===== src/rtl/ascon_perm_engine_pkg.sv =====
// Shared types, constants and helpers for the ASCON permutation engine.
package ascon_pack;

  // w0 is the most significant word, so {w0,w1,w2,w3,w4} maps directly onto the vector.
  typedef logic [0:4][63:0] type_state;

  localparam int ROUND_MAX = 12;

  localparam logic [3:0] NR_A  = 4'd12;
  localparam logic [3:0] NR_B6 = 4'd6;
  localparam logic [3:0] NR_B8 = 4'd8;

  typedef enum logic [1:0] {
    ST_IDLE,
    ST_RUN,
    ST_DONE
  } perm_fsm_t;

  function automatic logic [7:0] rc(input logic [3:0] idx);
    return {4'hF - idx, idx};
  endfunction

  function automatic logic nr_legal(input logic [3:0] nr);
    return (nr == NR_A) || (nr == NR_B6) || (nr == NR_B8);
  endfunction

  function automatic logic [63:0] ror64(input logic [63:0] v, input int unsigned sh);
    return (v >> sh) | (v << (64 - sh));
  endfunction

endpackage


===== src/rtl/ascon_perm_engine_round.sv =====
// One combinational ASCON round: constant addition, bitsliced S-box, linear diffusion.
module ascon_round
  import ascon_pack::*;
(
  input  type_state  cur_state,
  input  logic [3:0] round_idx,
  output type_state  nxt_state
);

  logic [63:0] a0, a1, a2, a3, a4;
  logic [63:0] b0, b1, b2, b3, b4;
  logic [63:0] c0, c1, c2, c3, c4;

  always_comb begin
    a0 = cur_state[0] ^ cur_state[4];
    a1 = cur_state[1];
    a2 = cur_state[2] ^ {56'd0, rc(round_idx)} ^ cur_state[1];
    a3 = cur_state[3];
    a4 = cur_state[4] ^ cur_state[3];

    b0 = a0 ^ (~a1 & a2);
    b1 = a1 ^ (~a2 & a3);
    b2 = a2 ^ (~a3 & a4);
    b3 = a3 ^ (~a4 & a0);
    b4 = a4 ^ (~a0 & a1);

    c0 = b0 ^ b4;
    c1 = b1 ^ b0;
    c2 = ~b2;
    c3 = b3 ^ b2;
    c4 = b4;

    nxt_state[0] = c0 ^ ror64(c0, 19) ^ ror64(c0, 28);
    nxt_state[1] = c1 ^ ror64(c1, 61) ^ ror64(c1, 39);
    nxt_state[2] = c2 ^ ror64(c2, 1)  ^ ror64(c2, 6);
    nxt_state[3] = c3 ^ ror64(c3, 10) ^ ror64(c3, 17);
    nxt_state[4] = c4 ^ ror64(c4, 7)  ^ ror64(c4, 41);
  end

endmodule


===== src/rtl/ascon_perm_engine.sv =====
// Multi-cycle ASCON permutation with entry rate XOR and exit XOR, UNROLL rounds per clock.
// Define ASCON_PERM_ABORT_EN to add abort_i, which clears the state and drops back to idle mid-run.
module ascon_perm_engine
  import ascon_pack::*;
#(
  parameter int RATE_W = 64,
  parameter int DOWN_W = 256,
  parameter int UNROLL = 1
) (
  input  logic              clock_i,
  input  logic              resetb_i,
  input  logic              start_i,
  input  logic              load_i,
  input  type_state         state_i,
  input  logic [3:0]        nrounds_i,
  input  logic              ena_xor_up_i,
  input  logic [RATE_W-1:0] rate_data_i,
  input  logic              ena_xor_down_i,
  input  logic [DOWN_W-1:0] data_xor_down_i,
`ifdef ASCON_PERM_ABORT_EN
  input  logic              abort_i,
`endif
  output logic [RATE_W-1:0] rate_o,
  output type_state         state_o,
  output logic              busy_o,
  output logic              done_o,
  output logic              err_o
);

  if (RATE_W != 64 && RATE_W != 128) begin : g_bad_rate
    $error("ascon_perm_engine: RATE_W must be 64 or 128");
  end
  if (UNROLL != 1 && UNROLL != 2) begin : g_bad_unroll
    $error("ascon_perm_engine: UNROLL must be 1 or 2");
  end
  if (DOWN_W < 1 || DOWN_W > 320) begin : g_bad_down
    $error("ascon_perm_engine: DOWN_W must be in 1..320");
  end

  perm_fsm_t         fsm_q;
  type_state         state_q;
  logic [3:0]        round_q;
  logic              down_en_q;
  logic [DOWN_W-1:0] down_data_q;

  type_state         sel_state;
  type_state         entry_state;
  type_state         chain [0:UNROLL];
  logic [319:0]      down_ext;
  type_state         final_state;
  logic              last_step;
  logic              abort_req;

`ifdef ASCON_PERM_ABORT_EN
  assign abort_req = abort_i;
`else
  assign abort_req = 1'b0;
`endif

  always_comb begin
    sel_state   = load_i ? state_i : state_q;
    entry_state = sel_state;
    if (ena_xor_up_i) begin
      entry_state[0] = sel_state[0] ^ rate_data_i[RATE_W-1 -: 64];
      if (RATE_W == 128) entry_state[1] = sel_state[1] ^ rate_data_i[63:0];
    end
  end

  if (RATE_W == 128) begin : g_rate128
    assign rate_o = {entry_state[0], entry_state[1]};
  end else begin : g_rate64
    assign rate_o = entry_state[0];
  end

  assign chain[0] = state_q;
  for (genvar k = 0; k < UNROLL; k++) begin : g_round
    ascon_round u_round (
      .cur_state (chain[k]),
      .round_idx (round_q + 4'(k)),
      .nxt_state (chain[k+1])
    );
  end

  // Exit XOR lands on the LSBs of {w0..w4}, i.e. w4 first.
  always_comb begin
    down_ext                = '0;
    down_ext[DOWN_W-1:0]    = down_data_q;
    final_state             = chain[UNROLL] ^ (down_en_q ? down_ext : 320'd0);
  end

  assign last_step = (round_q + 4'(UNROLL)) == 4'(ROUND_MAX);
  assign state_o   = state_q;

  always_ff @(posedge clock_i) begin
    if (!resetb_i) begin
      fsm_q       <= ST_IDLE;
      state_q     <= '0;
      round_q     <= '0;
      down_en_q   <= 1'b0;
      down_data_q <= '0;
      busy_o      <= 1'b0;
      done_o      <= 1'b0;
      err_o       <= 1'b0;
    end else begin
      done_o <= 1'b0;
      err_o  <= 1'b0;
      case (fsm_q)
        ST_IDLE, ST_DONE: begin
          fsm_q <= ST_IDLE;
          if (start_i) begin
            if (nr_legal(nrounds_i)) begin
              state_q     <= entry_state;
              round_q     <= 4'(ROUND_MAX) - nrounds_i;
              down_en_q   <= ena_xor_down_i;
              down_data_q <= data_xor_down_i;
              fsm_q       <= ST_RUN;
              busy_o      <= 1'b1;
            end else begin
              err_o <= 1'b1;
            end
          end
        end
        ST_RUN: begin
          if (abort_req) begin
            state_q <= '0;
            fsm_q   <= ST_IDLE;
            busy_o  <= 1'b0;
          end else begin
            round_q <= round_q + 4'(UNROLL);
            if (last_step) begin
              state_q <= final_state;
              fsm_q   <= ST_DONE;
              busy_o  <= 1'b0;
              done_o  <= 1'b1;
            end else begin
              state_q <= chain[UNROLL];
            end
          end
        end
        default: fsm_q <= ST_IDLE;
      endcase
    end
  end

endmodule

===== config.mk =====
export PLATFORM = sky130hd
export DESIGN_NAME = ascon_perm_engine
export DESIGN_NICKNAME = d
export VERILOG_FILES = /design/src/rtl/ascon_perm_engine_pkg.sv /design/src/rtl/ascon_perm_engine_round.sv /design/src/rtl/ascon_perm_engine.sv
export SDC_FILE = /design/constraint.sdc
export NUM_CORES = 2
export LEC_CHECK = 0
export ABC_CLOCK_PERIOD_IN_PS = 3200
export BUFFER_PORTS_ARGS = -buffer_cell sky130_fd_sc_hd__buf_4
export CORE_AREA = 8 8 399 401
export CTS_CLUSTER_DIAMETER = 120
export DETAILED_ROUTE_END_ITERATION = 6
export DIE_AREA = 0 0 407 409
export GPL_TIMING_DRIVEN = 0
export PLACE_DENSITY = 0.62
export SETUP_SLACK_MARGIN = 0.3
export SLEW_MARGIN = 10
export SYNTH_ARGS = -nofsm -noshare
export SYNTH_HDL_FRONTEND = slang
export SYNTH_HIERARCHICAL = 1
export SYNTH_SLANG_ARGS = --single-unit

===== constraint.sdc =====
create_clock -name clock_i -period 3.2 [get_ports clock_i]
set_input_delay 0.8 -clock clock_i [delete_from_list [all_inputs] [get_ports clock_i]]
set_output_delay 0.8 -clock clock_i [all_outputs]
set_load 0.01 [all_outputs]

# After elaboration in Yosys (flattened, before gate mapping)

Index checks and enable logic that the tools add are counted.

Flip-flop bits (word level): 586
Word-level logic and storage cells: 101

$add $sub $neg: 3
Equality and inequality tests: 10
Multiplexer cells: 20
Bitwise operators: 45
Reduce and logical (&&, ||, !) cells: 11

Operators with widths:

| cell                                       | count |
|---|---|
| bitwise XOR 64 bit                         | 22 |
| 2-to-1 mux 320 bit                         | 4 |
| one-hot mux 320 bit (2 select lines)       | 1 |
| NOT 64 bit                                 | 6 |
| bitwise AND 64 bit                         | 5 |
| bitwise XOR 320 x 256 -> 320 bit           | 1 |
| 2-to-1 mux 256 bit                         | 1 |
| 2-to-1 mux 64 bit                          | 1 |
| OR 23 x 64 -> 64 bit                       | 1 |
| OR 25 x 64 -> 64 bit                       | 1 |
| OR 3 x 64 -> 64 bit                        | 1 |
| OR 36 x 64 -> 64 bit                       | 1 |
| OR 45 x 64 -> 64 bit                       | 1 |
| OR 47 x 64 -> 64 bit                       | 1 |
| OR 54 x 64 -> 64 bit                       | 1 |
| OR 57 x 64 -> 64 bit                       | 1 |
| OR 58 x 64 -> 64 bit                       | 1 |
| OR 63 x 64 -> 64 bit                       | 1 |
| bitwise XOR 64 x 8 -> 64 bit               | 1 |
| equality test 4 bit, second input constant | 3 |
| AND reduction 3 bit                        | 3 |
| 2-to-1 mux 4 bit                           | 2 |
| != test 2 bit, second input constant       | 4 |
| one-hot mux 4 bit (2 select lines)         | 1 |
| other kinds (15)                           | 24 |

# Longest topological paths before layout

Word-level depth: 13
Gate-level depth with buffers: 9
Gate-level depth less buffers: 8

# Cells and area by module

The synthesis kept the hierarchy.

Modules (own cells, without submodules):

| module            | instances | cells each | area each (µm²) |
|---|---|---|---|
| ascon_perm_engine | 1         | 3945       | 31038.5 |
| ascon_round       | 1         | 1565       | 16032.9 |

# Worst setup path after synthesis

OpenSTA, ideal clock, no wires.

Path type: input to output
Start point: in load_i
End point: out rate_o[10]
Arrival: 1.794 ns
Required time: 2.400 ns
Slack: 0.606 ns
Stages: 5
Buffers on the path: 3
Cells stage by stage: clkbuf_1 buf_6 buf_6 mux2i_1 xor2_1

Cells in the longest elaborated chain, start to end: 3

Ends and longest elaborated chain:

| what                   | line                    | source |
|---|---|---|
| from (decl)            | ascon_perm_engine.sv:13 | `input logic load_i,` |
| 2-to-1 mux 320 bit (*) | ascon_perm_engine.sv:61 | `sel_state = load_i ? state_i : state_q;` |
| bitwise XOR 64 bit     | ascon_perm_engine.sv:64 | `entry_state[0] = sel_state[0] ^ rate_data_i[RATE_W-1 -: 64];` |
| 2-to-1 mux 64 bit (*)  | ascon_perm_engine.sv:63 | `if (ena_xor_up_i) begin` |
| to (decl)              | ascon_perm_engine.sv:23 | `output logic [RATE_W-1:0] rate_o,` |

Every way passes the cells marked *; elsewhere a longest branch is shown, timed or not. The select of a mux whose other input is x is not followed.

# Final worst setup path

Start point: reg state_q, in the netlist state_o[262]
End point: out rate_o[6]

Cells in the longest elaborated chain, start to end: 3

Ends and longest elaborated chain:

| what                   | line                     | source |
|---|---|---|
| from (decl)            | ascon_perm_engine.sv:41  | `type_state state_q;` |
| from (signal assigned) | ascon_perm_engine.sv:112 | `state_q <= entry_state;` |
| from (signal assigned) | ascon_perm_engine.sv:131 | `state_q <= final_state;` |
| from (signal assigned) | ascon_perm_engine.sv:136 | `state_q <= chain[UNROLL];` |
| 2-to-1 mux 320 bit (*) | ascon_perm_engine.sv:61  |  |
| bitwise XOR 64 bit     | ascon_perm_engine.sv:64  |  |
| 2-to-1 mux 64 bit (*)  | ascon_perm_engine.sv:63  |  |

Marks and branches as above.

==> results.json <==
{
  "dpl.hpwl_um": 271000,
  "hold_ws_ns": 0.299,
  "synth_seq_cells": 586,
  "synth-edff-count": 0,
  "core-area_sq_um": 153000,
  "synth_top_family_by_area": "XOR/XNOR gates",
  "cp.arrival_ns": 2.29,
  "min_period_ns": 3.09,
  "synth_compound_gate_area_share_pct": 19.9,
  "die_w_um": 407,
  "slowest_stage": "mux2i_4",
  "ys_warn_count": 6,
  "fin_skew_ns": 0.0552,
  "cts_root_buffer": "clkbuf_16",
  "yosysMostFrequentCell": "nand2_1",
  "critical_path.top_delay_family": "multiplexers",
  "drc_errors": 4,
  "drt_iter0_drc": 5266,
  "drtAntennaViolNets": 0,
  "grt_overflow": 0,
  "cts_tree": "done",
  "grt_pass1_wl_um": 409000,
  "synth_ff_type": "dfxtp_1",
  "ys_types": 46,
  "vdd_drop_max_mv": 0.414,
  "p_sw_share_pct": 43.9,
  "htree_levels": 3,
  "drv_cap": 0,
  "synth_nets": 6291,
  "synthMuxAreaShare_pct": 1.70,
  "slew_viol_final": 0,
  "finalWirelength_um": 320000,
  "synth_top_area_cell": "dfxtp_1",
  "start_util_pct": 30.8,
  "multi_input_area_sq_um": 33000,
  "synth-xor-area-share_pct": 26.9,
  "io-pin-count": 1037,
  "worst_setup_path_end_kind": "primary output",
  "num_vias": 48300,
  "syn_area_per_cell_sq_um": 8.54,
  "worstMarginPinSlew_ns": 1.18,
  "drt_first_pass_iters": 7,
  "cts_made_buffers": 79,
  "netlist.area_leader.share_pct": 24.9,
  "final_nets": 7500,
  "startpoint": "state_o[262]",
  "synthToLayoutAreaGrowth_pct": 37.8,
  "period_share_pct": 96.6,
  "synth.area.top_cells": "dfxtp_1 25%, xnor3_1 11%, xnor2_1 7.0%, a21oi_1 6.0%, buf_4 5.5%",
  "worstHoldStart": "data_xor_down_i[166]",
  "path_class": "reg -> out",
  "fp-row-count": 144,
  "portBuffers": 1033,
  "crit_path_max_fanout": 5,
  "p_comb_share_pct": 62.5,
  "final_cells": 8849,
  "cellLeakagePower_nw": 29.3,
  "cts.path.max_buffers": 3,
  "synth_commonest_cells": "664 x nand2_1, 586 x dfxtp_1, 567 x a21oi_1",
  "fmax_ghz": 0.324,
  "max_stage_delay_ns": 0.60,
  "p_clk_share_pct": 19.7,
  "failed_checks": "DRC",
  "rsz0062_at_grt": "true",
  "gp_congestion": 1.03,
  "viasPerCell": 5.46,
  "dp_cells": 8591,
  "outcome": "finished with violations",
  "power_density_nw_per_um2": 811,
  "clk_pin_slew_ns": 0.07,
  "fin_util_pct": 42.4,
  "r2r_start": "state_o[88]",
  "clk_latency_ns": 0.76,
  "avgRoutedWirePerCell_um": 36.1,
  "slew_headroom_pct": 21.2,
  "cts.sinks": 586,
  "worstHoldPathType": "in -> reg",
  "p_sw_w": 0.0231,
  "die-height_um": 409,
  "cp_data_required_time_ns": 2.40,
  "grt.total_usage_pct": 36.5,
  "synth_cells": 5510,
  "drive_gt1_share_pct": 34.4,
  "finalHoldViolations": 0,
  "worstSetupStartpointType": "register",
  "yosys.area_share.simple_pct": 10.5,
  "netlist_area_sq_um": 47100,
  "crit_buf_inv": 1,
  "die_area_sq_um": 166000,
  "seq_power_share_pct": 17.8,
  "synth_async_sr_flop_share_pct": 0,
  "setup_viol": 0,
  "power.internal_w": 0.0295,
  "critical_path.cell_chain": "mux2i_4, xor2_4, buf_4",
  "grt_max_degree": 13,
  "fillers": 15200,
  "antenna_found_initial": 39,
  "grt_pass1_vias": 45900,
  "regArea_sq_um": 11800,
  "synthAdderAreaFrac_pct": 4.21,
  "seq_area_frac_synth_pct": 24.9
}
layout make-up:
| type | instances | share of cell area (%) |
|---|---|---|
| clock buffer | 108 | 3.61 |
| antenna | 21 | 0.0810 |
| multi-input combinational | 3882 | 50.9 |
| buffer | 622 | 6.46 |
| inverter | 420 | 2.43 |
| clock inverter | 38 | 0.930 |
| tap | 2044 | 3.94 |
| timing repair buffer | 1128 | 13.4 |
| sequential | 586 | 18.2 |
metal layers:
metal | vias up | global-route usage [%] | routed length (um)
li1 | 20700 | - | -
met1 | 23800 | 45.3 | 123000
met2 | 2988 | 56.8 | 140000
met3 | 777 | 8.25 | 30900
met4 | 16 | 23.2 | 25400
met5 | - | 0 | 100
tightest hold or removal path: cells and delay by family:
kind | cells | cell delay [ns]
and+or+nand+nor | 1 | 0.04
buffers and inverters | 1 | 0.11
AOI/OAI and AO/OA | 1 | 0.05
power groups by stage:
stage	sequential [W]	combinational, W	clock, W
2_1_floorplan	0.00845	0.0186	0
3_3_place_gp	0.00939	0.0293	0
3_5_place_dp	0.00941	0.0295	0
4_1_cts	0.00928	0.0314	0.0103
5_1_grt	0.00935	0.0332	0.0106
6_report	0.00938	0.0329	0.0103
flip-flops by register name, indices dropped and copies added, names as in the netlist:
name,flops
busy_o,1
done_o,1
down_data_q,256
down_en_q,1
err_o,1
fsm_q,2
round_q,4
state_o,320
worst paths after layout:
path / to / slack (ns) / depth (start not counted)
max reg2reg: state_o[280] / 0.23 / 7
min: down_data_q[166] / 0.30 / 3
max: rate_o[6] / 0.11 / 3
min reg2reg: down_en_q / 0.46 / 2
repair_timing:
| item | in CTS | in global routing |
|---|---|---|
| buffers inserted | 60 | 29 |
| hold buffers | 0 | 0 |
| pin swaps | 53 | 23 |
| gates cloned | 1 | 1 |
| setup endpoints to repair | 282 | 131 |
| resized for setup | 416 | 93 |
kinds of logic (layout without fill, tap and decap cells):
logic type | after synthesis | in the layout
mux | 80 | 80
simple gates | 1221 | 1221
buf+inv | 1042 | 2316
other cells | 0 | 21
compound gates | 1437 | 1437
xor+xnor | 979 | 979
fa+ha+maj | 165 | 165
flops | 586 | 586
per-stage QoR:
stage | total power (W) | TNS, ns | worst slack (ns) | cell area, sq um
floorplan | 0.0271 | 0 | 0.606 | 47100
global placement | 0.0387 | -140.00 | -1.99 | 57400
detailed placement | 0.0389 | -69.16 | -1.64 | 57500
CTS | 0.0510 | 0 | 0.0620 | 63900
global route | 0.0532 | 0 | 0.164 | 64800
finish | 0.0526 | 0 | 0.110 | 64800
cells in the final DEF (no fill, tap or decap), drive strengths merged, types with 3 or more instances in the layout:
cell type  instances
xnor3            224
xor3              32
a211oi           255
buf             1635
mux2i             80
dfxtp            586
nand2            664
diode             21
ha               131
clkinv            16
nand3            258
o221ai            64
bufinv            15
clkbuf           222
maj3              34
xnor2            437
o21ai            286
clkinvlp           3
a21oi            568
nor2b              3
nor2             287
inv              424
xor2             286
a21o             255
Power figures use the tool's default switching activity.
